<file path="src/rtl/nexys_input_pkg.sv">
// nexys_input_pkg: shared states, button indices and 100 MHz timing defaults for button_conditioner
package nexys_input_pkg;

    typedef enum logic [2:0] {IDLE, QUAL_P, HELD, REPEAT, QUAL_R} btn_state_t;

    localparam int BTN_U = 0;
    localparam int BTN_D = 1;
    localparam int BTN_L = 2;
    localparam int BTN_R = 3;
    localparam int BTN_C = 4;

    localparam int N_BTN_DEF         = 5;
    localparam int CNT_W_DEF         = 26;
    localparam int DEBOUNCE_DEF      = 2_500_000;
    localparam int REPEAT_DELAY_DEF  = 40_000_000;
    localparam int REPEAT_PERIOD_DEF = 5_000_000;

    function automatic bit timing_ok(input int unsigned v, input int w);
        return (v >= 2) && (64'(v) < (64'd1 << w));
    endfunction

endpackage

</file>
<file path="src/rtl/btn_channel.sv">
// btn_channel: two-flop synchronizer, debounce/auto-repeat FSM and saturating counter for one button
// Auto-repeat (HELD -> REPEAT) exists only when BTN_REPEAT_EN is defined.
module btn_channel
    import nexys_input_pkg::*;
#(
    parameter int CNT_W           = CNT_W_DEF,
    parameter int DEBOUNCE_CYCLES = DEBOUNCE_DEF,
    parameter int REPEAT_DELAY    = REPEAT_DELAY_DEF,
    parameter int REPEAT_PERIOD   = REPEAT_PERIOD_DEF
)(
    input  logic clk,
    input  logic rst,
    input  logic i_raw,
    output logic o_level,
    output logic o_press,
    output logic o_release,
    output logic o_repeat,
    output logic o_move
);

    localparam logic [CNT_W-1:0] L_DEB = CNT_W'(DEBOUNCE_CYCLES);
    localparam logic [CNT_W-1:0] L_MAX = '1;
`ifdef BTN_REPEAT_EN
    localparam logic [CNT_W-1:0] L_DLY = CNT_W'(REPEAT_DELAY - 1);
    localparam logic [CNT_W-1:0] L_PER = CNT_W'(REPEAT_PERIOD - 1);
`endif

    if (!timing_ok(DEBOUNCE_CYCLES, CNT_W) || !timing_ok(REPEAT_DELAY, CNT_W) ||
        !timing_ok(REPEAT_PERIOD, CNT_W)) begin : g_bad_timing
        $error("btn_channel: timing parameters must be >= 2 and < 2**CNT_W");
    end

    logic [1:0]       r_sync;
    btn_state_t       r_state, w_state;
    logic [CNT_W-1:0] r_cnt, w_cnt, w_inc;
    logic             r_level, r_press, r_release, r_repeat, r_move;
    logic             w_level, w_press, w_release, w_repeat;
    logic             w_sync;

    assign w_sync    = r_sync[1];
    assign w_inc     = (r_cnt == L_MAX) ? r_cnt : r_cnt + 1'b1;
    assign o_level   = r_level;
    assign o_press   = r_press;
    assign o_release = r_release;
    assign o_repeat  = r_repeat;
    assign o_move    = r_move;

    always_ff @(posedge clk or posedge rst) begin
        if (rst) begin
            r_sync    <= '0;
            r_state   <= IDLE;
            r_cnt     <= '0;
            r_level   <= 1'b0;
            r_press   <= 1'b0;
            r_release <= 1'b0;
            r_repeat  <= 1'b0;
            r_move    <= 1'b0;
        end else begin
            r_sync    <= {r_sync[0], i_raw};
            r_state   <= w_state;
            r_cnt     <= w_cnt;
            r_level   <= w_level;
            r_press   <= w_press;
            r_release <= w_release;
            r_repeat  <= w_repeat;
            r_move    <= w_press | w_repeat;
        end
    end

    always_comb begin
        w_state   = r_state;
        w_cnt     = r_cnt;
        w_level   = r_level;
        w_press   = 1'b0;
        w_release = 1'b0;
        w_repeat  = 1'b0;
        case (r_state)
            IDLE: begin
                w_state = w_sync ? QUAL_P : IDLE;
                w_cnt   = w_sync ? CNT_W'(1) : '0;
            end
            QUAL_P: begin
                if (!w_sync) begin
                    w_state = IDLE;
                    w_cnt   = '0;
                end else if (r_cnt == L_DEB) begin
                    w_state = HELD;
                    w_press = 1'b1;
                    w_level = 1'b1;
                    w_cnt   = '0;
                end else
                    w_cnt = w_inc;
            end
            HELD: begin
                if (!w_sync) begin
                    w_state = QUAL_R;
                    w_cnt   = CNT_W'(1);
                end
`ifdef BTN_REPEAT_EN
                else if (r_cnt == L_DLY) begin
                    w_state  = REPEAT;
                    w_repeat = 1'b1;
                    w_cnt    = '0;
                end
`endif
                else
                    w_cnt = w_inc;
            end
            REPEAT: begin
                if (!w_sync) begin
                    w_state = QUAL_R;
                    w_cnt   = CNT_W'(1);
                end
`ifdef BTN_REPEAT_EN
                else if (r_cnt == L_PER) begin
                    w_repeat = 1'b1;
                    w_cnt    = '0;
                end
`endif
                else
                    w_cnt = w_inc;
            end
            QUAL_R: begin
                // a short low glitch returns to HELD and restarts the repeat delay
                if (w_sync) begin
                    w_state = HELD;
                    w_cnt   = '0;
                end else if (r_cnt == L_DEB) begin
                    w_state   = IDLE;
                    w_release = 1'b1;
                    w_level   = 1'b0;
                    w_cnt     = '0;
                end else
                    w_cnt = w_inc;
            end
            default: begin
                w_state = IDLE;
                w_cnt   = '0;
                w_level = 1'b0;
            end
        endcase
    end

endmodule

</file>
<file path="src/rtl/button_conditioner.sv">
// button_conditioner: per-button debounce with level, press/release pulses and auto-repeat move pulses
// Auto-repeat is built only when BTN_REPEAT_EN is defined; otherwise btn_repeat is 0 and btn_move equals btn_press.
module button_conditioner
    import nexys_input_pkg::*;
#(
    parameter int N_BTN           = N_BTN_DEF,
    parameter int CNT_W           = CNT_W_DEF,
    parameter int DEBOUNCE_CYCLES = DEBOUNCE_DEF,
    parameter int REPEAT_DELAY    = REPEAT_DELAY_DEF,
    parameter int REPEAT_PERIOD   = REPEAT_PERIOD_DEF
)(
    input  logic             clk,
    input  logic             rst,
    input  logic [N_BTN-1:0] btn_raw,
    output logic [N_BTN-1:0] btn_level,
    output logic [N_BTN-1:0] btn_press,
    output logic [N_BTN-1:0] btn_release,
    output logic [N_BTN-1:0] btn_repeat,
    output logic [N_BTN-1:0] btn_move
);

    for (genvar i = 0; i < N_BTN; i++) begin : g_ch
        btn_channel #(
            .CNT_W          (CNT_W),
            .DEBOUNCE_CYCLES(DEBOUNCE_CYCLES),
            .REPEAT_DELAY   (REPEAT_DELAY),
            .REPEAT_PERIOD  (REPEAT_PERIOD)
        ) u_ch (
            .clk      (clk),
            .rst      (rst),
            .i_raw    (btn_raw[i]),
            .o_level  (btn_level[i]),
            .o_press  (btn_press[i]),
            .o_release(btn_release[i]),
            .o_repeat (btn_repeat[i]),
            .o_move   (btn_move[i])
        );
    end

endmodule

</file>
<file path="config.mk">
export PLATFORM = sky130hd
export DESIGN_NAME = button_conditioner
export DESIGN_NICKNAME = d
export VERILOG_FILES = /design/src/rtl/nexys_input_pkg.sv /design/src/rtl/btn_channel.sv /design/src/rtl/button_conditioner.sv
export SDC_FILE = /design/constraint.sdc
export NUM_CORES = 1
export LEC_CHECK = 0
export BUFFER_PORTS_ARGS = -buffer_cell sky130_fd_sc_hd__buf_4
export CAP_MARGIN = 15
export CORE_ASPECT_RATIO = 1.75
export CORE_MARGIN = 5
export CORE_UTILIZATION = 55
export DETAILED_ROUTE_END_ITERATION = 8
export GPL_ROUTABILITY_DRIVEN = 0
export PLACE_DENSITY = 0.73
export SETUP_SLACK_MARGIN = 0.1
export SKIP_LAST_GASP = 1
export SYNTH_ARGS = -nofsm -noshare
export SYNTH_HDL_FRONTEND = slang
export SYNTH_SLANG_ARGS = --single-unit
</file>
<file path="constraint.sdc">
create_clock -name clk -period 12.5 [get_ports clk]
set_input_delay 1.25 -clock clk [delete_from_list [all_inputs] [get_ports clk]]
set_output_delay 1.25 -clock clk [all_outputs]
set_load 0.005 [all_outputs]
</file>
## After elaboration in Yosys (flattened, before gate mapping)

Index checks and enable logic that the tools add are counted.

- Add/subtract/negate cells: 5
- Bitwise operators: 5
- Equality and inequality tests: 65
- Reductions and logical operators: 25
- Mux-type cells: 120

Operator list:

| kind | count |
|---|---|
| $mux W26 | 25 |
| $pmux W26 S4 | 5 |
| $add A26 B1 Y26 const B | 5 |
| $eq A26 B22 Y1 const B | 5 |
| $eq A26 B26 Y1 const B | 5 |
| $mux W3 | 25 |
| $pmux W3 S4 | 5 |
| $mux W1 | 55 |
| $eq A3 B2 Y1 const B | 10 |
| $ne A2 B1 Y1 const B | 15 |
| $reduce_and A5 Y1 | 5 |
| $ne A2 B2 Y1 const B | 10 |
| $eq A3 B1 Y1 const B | 5 |
| $eq A3 B3 Y1 const B | 5 |
| $logic_not A3 Y1 | 5 |
| $ne A3 B1 Y1 const B | 5 |
| $ne A3 B3 Y1 const B | 5 |
| $pmux W1 S3 | 5 |
| $reduce_and A3 Y1 | 5 |
| $reduce_or A3 Y1 | 5 |
| $reduce_or A2 Y1 | 5 |
| $not A1 Y1 | 5 |

- Output and inout port bits: 25
- Word-level logic and storage cells: 250
- Input bits: 7
- Flip-flop bits (word level): 170

## Longest topological paths before layout

- Depth in word-level cells: 5
- Mapped depth: 8
- Depth with buffers taken out: 7

## Cells and area by module

Synthesis repeated with hierarchy kept, for this count alone.

- Cells, all modules: 1085
- Area, all modules: 10143.5 µm²

Modules (own cells, without submodules):

| module | seq. area each (µm²) | times used | cells each | area an instance (µm²) |
|---|---|---|---|---|
| btn_channel (g_ch[1].u_ch ...) | 850.8 | 2 | 220 | 2039.5 |
| btn_channel (g_ch[4].u_ch) | 850.8 | 1 | 227 | 2074.5 |
| btn_channel (g_ch[3].u_ch) | 850.8 | 1 | 203 | 2029.4 |
| btn_channel (g_ch[0].u_ch) | 850.8 | 1 | 215 | 1960.6 |

## Least setup slack after synthesis

No wires, ideal clock.

- Path kind: reg2reg
- From: register g_ch[1].u_ch.r_cnt[0]
- To: register g_ch[1].u_ch.r_cnt[15]
- Path buffers: 1
- Data arrival time: 2.035 ns
- Data required time: 12.372 ns
- Path slack: 10.337 ns
- Stages on the path, launching flop included: 9
- Period minus slack after synthesis: 2.163 ns
- Setup time: 0.128 ns
- Cells stage by stage: dfrtp_1 inv_1 ha_1 or4b_2 nor3_2 a21oi_1 o21ai_2 buf_2 a21oi_1

- Word-level cells in the longest chain between the ends: 5
- Elaborated cells between the ends (all ways): 9
- Those cells by class: add/sub: 1; eq/ne: 2; mux: 6

Ends and longest elaborated chain:

| element | RTL line | RTL |
|---|---|---|
| from (decl) | btn_channel.sv:35 | `logic [CNT_W-1:0] r_cnt, w_cnt, w_inc;` |
| from (signal assigned) | btn_channel.sv:61 | `r_cnt <= w_cnt;` |
| $add A26 B1 Y26 or $eq A26 B26 Y1 (tied branches) | btn_channel.sv:41 | `assign w_inc = (r_cnt == L_MAX) ? r_cnt : r_cnt + 1'b1;` |
| $mux W26 | btn_channel.sv:41 |  |
| $mux W26 | btn_channel.sv:86, btn_channel.sv:128 |  |
| $mux W26, on equally long branches | btn_channel.sv:125, btn_channel.sv:83 |  |
| $pmux W26 S4 (*) | btn_channel.sv:77 | `case (r_state)` |
| via g_ch[1].u_ch.w_cnt[15] | btn_channel.sv:35 |  |

Mark *: on every way through the listed nets, which the timed path passes. The rest lies on a longest branch.
A chain may end at the register's enable or synchronous reset.

## Final worst setup path

- From: register g_ch[1].u_ch.r_cnt[0]
- To: register g_ch[1].u_ch.r_cnt[14]

The elaborated chain is that of the path after synthesis.

==> impl_results.html <==
<table>
<tr><th>Metric</th><th>Value</th></tr>
<tr><th colspan="2">Outcome</th></tr>
<tr><td>Run status</td><td>finished, final reports clean</td></tr>
<tr><th colspan="2">Synthesis</th></tr>
<tr><td>Area share of the largest cell type after synthesis</td><td>42.7%</td></tr>
<tr><td>Post-synthesis instance area</td><td>9970 sq um</td></tr>
<tr><td>Count of distinct cell types in the synthesized netlist</td><td>84</td></tr>
<tr><td>Synth async-reset ratio</td><td>100%</td></tr>
<tr><td>Number of cells produced by synthesis</td><td>1,055</td></tr>
<tr><td>Post-synth EDFFs</td><td>0</td></tr>
<tr><td>Cell taking the most area after synthesis</td><td>sky130_fd_sc_hd__dfrtp_1</td></tr>
<tr><td>Portion of the post-synthesis area used by sequential elements</td><td>42.7%</td></tr>
<tr><td>Seq cells post-synth</td><td>170</td></tr>
<tr><td>Average footprint of a synthesized cell</td><td>9.45 sq um</td></tr>
<tr><td>Dominant cells by area after synthesis</td><td>sky130_fd_sc_hd__dfrtp_1 (43%), sky130_fd_sc_hd__a21oi_1 (6.1%), sky130_fd_sc_hd__xnor2_1 (5.8%), sky130_fd_sc_hd__a211oi_1 (2.7%), sky130_fd_sc_hd__nand3_1 (2.7%)</td></tr>
<tr><td>Number of warnings issued by yosys</td><td>0</td></tr>
<tr><td>Most used DFF post-synth</td><td>sky130_fd_sc_hd__dfrtp_1</td></tr>
<tr><th colspan="2">Power</th></tr>
<tr><td>Static leakage</td><td>3.97 nW</td></tr>
<tr><td>Fraction of power spent switching nets</td><td>23.5%</td></tr>
<tr><td>Combinational share of power</td><td>3.6%</td></tr>
<tr><td>Relative contribution of the clock network to total power</td><td>47.8%</td></tr>
<tr><td>Worst IR Drop VDD</td><td>0.0000626 V</td></tr>
<tr><td>Overall power after layout</td><td>1.16 mW</td></tr>
<tr><td>Int Power</td><td>0.886 mW</td></tr>
<tr><td>Power density over cell area</td><td>108 nW/um^2</td></tr>
<tr><td>Sequential power share</td><td>48.6%</td></tr>
<tr><td>Power spent charging and discharging nets</td><td>0.272 mW</td></tr>
<tr><th colspan="2">Clock tree</th></tr>
<tr><td>Number of clock sinks</td><td>170</td></tr>
<tr><td>Reg clk slew, reported paths</td><td>0.07 ns</td></tr>
<tr><td>Post-cts repair resize count</td><td>0</td></tr>
<tr><td>Number of buffers added to fix hold violations after cts</td><td>0</td></tr>
<tr><td>Clock latency on the worst-skew pair</td><td>0.44 ns</td></tr>
<tr><td>CTS tree</td><td>yes</td></tr>
<tr><td>CTS H-tree depth</td><td>4</td></tr>
<tr><td>Post-CTS Setup Bufs</td><td>0</td></tr>
<tr><td>Clock Path Buffers</td><td>2</td></tr>
<tr><td>Clock root buffer</td><td>sky130_fd_sc_hd__clkbuf_16</td></tr>
<tr><td>TritonCTS Buffers</td><td>17</td></tr>
<tr><th colspan="2">Floorplanning</th></tr>
<tr><td>Initial core utilization</td><td>55.4%</td></tr>
<tr><td>Die Y-Extent</td><td>188 um</td></tr>
<tr><td>Cell Rows</td><td>65</td></tr>
<tr><td>Die Area</td><td>21,000 sq um</td></tr>
<tr><td>X dimension of the die</td><td>112 um</td></tr>
<tr><td>Core Area</td><td>18,000 sq um</td></tr>
<tr><td>Ports placed on the boundary</td><td>32</td></tr>
<tr><th colspan="2">Placement</th></tr>
<tr><td>Port Buf Inserts</td><td>26</td></tr>
<tr><td>DP Cell Count</td><td>1,248</td></tr>
<tr><td>Placed Instance Area</td><td>10,100 sq um</td></tr>
<tr><td>Detailed placer's ending HPWL</td><td>14.6 mm</td></tr>
<tr><td>Placement Setup Slack</td><td>9.40 ns</td></tr>
<tr><th colspan="2">STA</th></tr>
<tr><td>Final slew viol count</td><td>0</td></tr>
<tr><td>Period minus WS final</td><td>2.80 ns</td></tr>
<tr><td>Worst hold-check slack</td><td>0.346 ns</td></tr>
<tr><td>Period utilization</td><td>22.4%</td></tr>
<tr><td>Setup TNS</td><td>0 ns</td></tr>
<tr><td>F_max</td><td>0.357 GHz</td></tr>
<tr><td>Transition time at the pin with the least slew margin</td><td>1.16 ns</td></tr>
<tr><td>Unrepaired setup endpoints after global routing</td><td>no</td></tr>
<tr><td>Slew Limit Headroom</td><td>22.2%</td></tr>
<tr><td>Number of endpoints with negative hold slack in the final report</td><td>0</td></tr>
<tr><td>Final Setup Violations</td><td>0</td></tr>
<tr><td>Clock Skew</td><td>0.00842 ns</td></tr>
<tr><td>PnR worst setup slack</td><td>9.70 ns</td></tr>
<tr><th colspan="2">GRT</th></tr>
<tr><td>Gr usage total</td><td>21.3%</td></tr>
<tr><td>Largest net degree at the start of global routing</td><td>90</td></tr>
<tr><td>Residual overflow from global routing</td><td>0</td></tr>
<tr><td>Initial antenna violation count</td><td>0</td></tr>
<tr><td>Vias in the first global route</td><td>8,100</td></tr>
<tr><td>Wire length of the first global-routing pass</td><td>37.6 mm</td></tr>
<tr><th colspan="2">Finish</th></tr>
<tr><td>Fraction of layout instances using a drive strength above 1</td><td>9.95%</td></tr>
<tr><td>Layout fillers</td><td>1,566</td></tr>
<tr><td>Layout overhead on the synthesized area</td><td>7.50%</td></tr>
<tr><td>Antenna Diode Count</td><td>0</td></tr>
<tr><td>Final Net Count</td><td>1,050</td></tr>
<tr><td>Area of combinational cells with multiple inputs</td><td>5160 sq um</td></tr>
<tr><td>Final instance area</td><td>10,700 sq um</td></tr>
<tr><td>Non-filler instance count after layout</td><td>1,279</td></tr>
<tr><td>Core occupancy in the finished layout</td><td>59.6%</td></tr>
<tr><td>Register cell area after layout</td><td>4250 sq um</td></tr>
<tr><th colspan="2">Routing</th></tr>
<tr><td>First drt pass iteration count</td><td>5</td></tr>
<tr><td>Via-to-Cell Ratio</td><td>6.29</td></tr>
<tr><td>Final routed wire length divided by cell count</td><td>16.7 um</td></tr>
<tr><td>Post-route DRC violation count</td><td>0</td></tr>
<tr><td>First-iteration detailed-routing DRC count</td><td>399</td></tr>
<tr><td>Vias after detailed routing</td><td>8,046</td></tr>
<tr><td>Total Routed Length</td><td>21.4 mm</td></tr>
<tr><td>Remaining antenna violation count</td><td>0</td></tr>
<tr><th colspan="2">Critical path</th></tr>
<tr><td>Family of cells with the greatest summed delay on the critical path</td><td>compound AO/OA/AOI/OAI gates</td></tr>
<tr><td>Capturing element type of the critical path</td><td>flop</td></tr>
<tr><td>Largest fanout on the critical path</td><td>25</td></tr>
<tr><td>Worst path cell trace</td><td>inv_1 -&gt; ha_1 -&gt; or4b_2 -&gt; nor3_2 -&gt; a21oi_1 -&gt; o21ai_2 -&gt; a21oi_1</td></tr>
<tr><td>Critical-path cell with the highest stage delay</td><td>sky130_fd_sc_hd__o21ai_2</td></tr>
<tr><td>Critical path buffers and inverters</td><td>1</td></tr>
<tr><td>Category of the most critical setup path</td><td>flop to flop</td></tr>
<tr><td>Crit path required time</td><td>12.76 ns</td></tr>
<tr><td>Category of the worst setup path launch point</td><td>flop</td></tr>
<tr><td>Arrival time reported for the critical path endpoint</td><td>3.06 ns</td></tr>
<tr><td>Worst stage delay on the critical path</td><td>0.83 ns</td></tr>
<tr><td>Most repeated library cell on the critical path</td><td>sky130_fd_sc_hd__a21oi_1</td></tr>
<tr><th colspan="2">Min path</th></tr>
<tr><td>Worst hold-check path type</td><td>flop to flop</td></tr>
<tr><th colspan="2">Flow run</th></tr>
<tr><td>Number of max-cap violations</td><td>0</td></tr>
</table>
final cells by class:
cell class                 instances  share of cell area (%)
clock buffer                      17                    3.97
clock inverter                    14                    1.80
inverter                          35                    1.27
multi-input combinational        775                    48.1
sequential                       170                    39.7
tap                              234                    2.73
timing repair buffer              34                    2.38
power by group through the flow:
| stage | clock network, mW | registers (mW) | logic [mW] |
|---|---|---|---|
| 2_1_floorplan | 0 | 0.570 | 0.0342 |
| 3_5_place_dp | 0 | 0.572 | 0.0433 |
| 3_3_place_gp | 0 | 0.572 | 0.0427 |
| 6_report | 0.553 | 0.562 | 0.0421 |
| 4_1_cts | 0.566 | 0.562 | 0.0434 |
| 5_1_grt | 0.587 | 0.563 | 0.0485 |
synthesized netlist by cell type, types with 4 or more instances:
cell type	instances
sky130_fd_sc_hd__nand3_1	53
sky130_fd_sc_hd__nor2_1	39
sky130_fd_sc_hd__and3_1	20
sky130_fd_sc_hd__nor3b_1	4
sky130_fd_sc_hd__buf_6	5
sky130_fd_sc_hd__nor3_1	31
sky130_fd_sc_hd__nor4b_1	13
sky130_fd_sc_hd__and4_1	23
sky130_fd_sc_hd__a21oi_1	122
sky130_fd_sc_hd__xor2_1	15
sky130_fd_sc_hd__o21a_1	5
sky130_fd_sc_hd__nor4_1	16
sky130_fd_sc_hd__inv_1	35
sky130_fd_sc_hd__o211ai_1	7
sky130_fd_sc_hd__clkbuf_1	31
sky130_fd_sc_hd__nand4_1	41
sky130_fd_sc_hd__or2_2	5
sky130_fd_sc_hd__and2_1	7
sky130_fd_sc_hd__ha_1	10
sky130_fd_sc_hd__nand2b_1	14
sky130_fd_sc_hd__dfrtp_1	170
sky130_fd_sc_hd__o32ai_1	4
sky130_fd_sc_hd__o21ai_0	26
sky130_fd_sc_hd__nand2_1	53
sky130_fd_sc_hd__nor4bb_1	5
sky130_fd_sc_hd__or4_1	9
sky130_fd_sc_hd__a31oi_1	7
sky130_fd_sc_hd__nor2b_1	7
sky130_fd_sc_hd__buf_4	26
sky130_fd_sc_hd__mux2i_1	12
sky130_fd_sc_hd__or3_1	23
sky130_fd_sc_hd__xnor2_1	66
sky130_fd_sc_hd__a211oi_1	36
sky130_fd_sc_hd__buf_2	13
sky130_fd_sc_hd__o31ai_1	7
sky130_fd_sc_hd__a22oi_1	15
placed cells by master, fill, tap and decap left out, types with 9 or more instances in the layout:
master	count
sky130_fd_sc_hd__nand3_1	53
sky130_fd_sc_hd__nand4_1	41
sky130_fd_sc_hd__xor2_1	15
sky130_fd_sc_hd__clkbuf_16	17
sky130_fd_sc_hd__nor4b_1	13
sky130_fd_sc_hd__mux2i_1	12
sky130_fd_sc_hd__or4_1	9
sky130_fd_sc_hd__nor4_1	15
sky130_fd_sc_hd__nor2_1	39
sky130_fd_sc_hd__ha_1	10
sky130_fd_sc_hd__and4_1	23
sky130_fd_sc_hd__nand2b_1	14
sky130_fd_sc_hd__a21oi_1	122
sky130_fd_sc_hd__nor3_1	30
sky130_fd_sc_hd__a22oi_1	15
sky130_fd_sc_hd__xnor2_1	66
sky130_fd_sc_hd__and3_1	20
sky130_fd_sc_hd__buf_4	34
sky130_fd_sc_hd__inv_1	34
sky130_fd_sc_hd__nand2_1	53
sky130_fd_sc_hd__or3_1	23
sky130_fd_sc_hd__dfrtp_1	170
sky130_fd_sc_hd__a211oi_1	36
sky130_fd_sc_hd__o21ai_0	26
kinds of logic (layout without fill, tap and decap cells):
family                   Yosys count  after routing  synth area share, %
multiplexers                      12             12                 1.21
AND/OR/NAND/NOR                  386            386                 23.4
flip-flops                       170            170                 42.7
other                              1              5               0.0376
adder cells (fa/ha/maj)           10             10                 1.26
AO/OA/AOI/OAI                    281            281                 18.4
buffers and inverters            114            100                 5.84
XOR/XNOR                          81             81                 7.12
final timing paths:
path                                             startpoint  slack, ns                          endpoint  depth (start not counted)
setup / recovery            g_ch[1].u_ch.r_cnt[0]$_DFF_PP0_       9.70  g_ch[1].u_ch.r_cnt[14]$_DFF_PP0_                          7
min in group asynchronous                               rst       0.98  g_ch[3].u_ch.r_cnt[14]$_DFF_PP0_                          2
setup reg to reg            g_ch[1].u_ch.r_cnt[0]$_DFF_PP0_       9.70  g_ch[1].u_ch.r_cnt[14]$_DFF_PP0_                          7
max in group asynchronous                               rst       9.96  g_ch[0].u_ch.r_cnt[17]$_DFF_PP0_                          3
hold / removal             g_ch[2].u_ch.r_sync[0]$_DFF_PP0_       0.35  g_ch[2].u_ch.r_sync[1]$_DFF_PP0_                          0
hold reg to reg            g_ch[2].u_ch.r_sync[0]$_DFF_PP0_       0.35  g_ch[2].u_ch.r_sync[1]$_DFF_PP0_                          0
routing by layer:
| layer | vias to the layer above | track usage, % | part of all wire, % |
|---|---|---|---|
| met5 | - | 0 | 0 |
| met4 | 0 | 8.71 | 3.2 |
| met3 | 60 | 4.07 | 2.9 |
| met2 | 172 | 39.8 | 55 |
| met1 | 3927 | 23.1 | 39 |
| li1 | 3887 | - | - |
registers in the layout, summed over array words and instances (netlist names):
name,flops
g_ch.u_ch.r_sync,10
g_ch.u_ch.o_press,5
g_ch.u_ch.r_cnt,130
g_ch.u_ch.o_release,5
g_ch.u_ch.r_state,15
g_ch.u_ch.o_level,5
(Power assumes the default switching activity.)
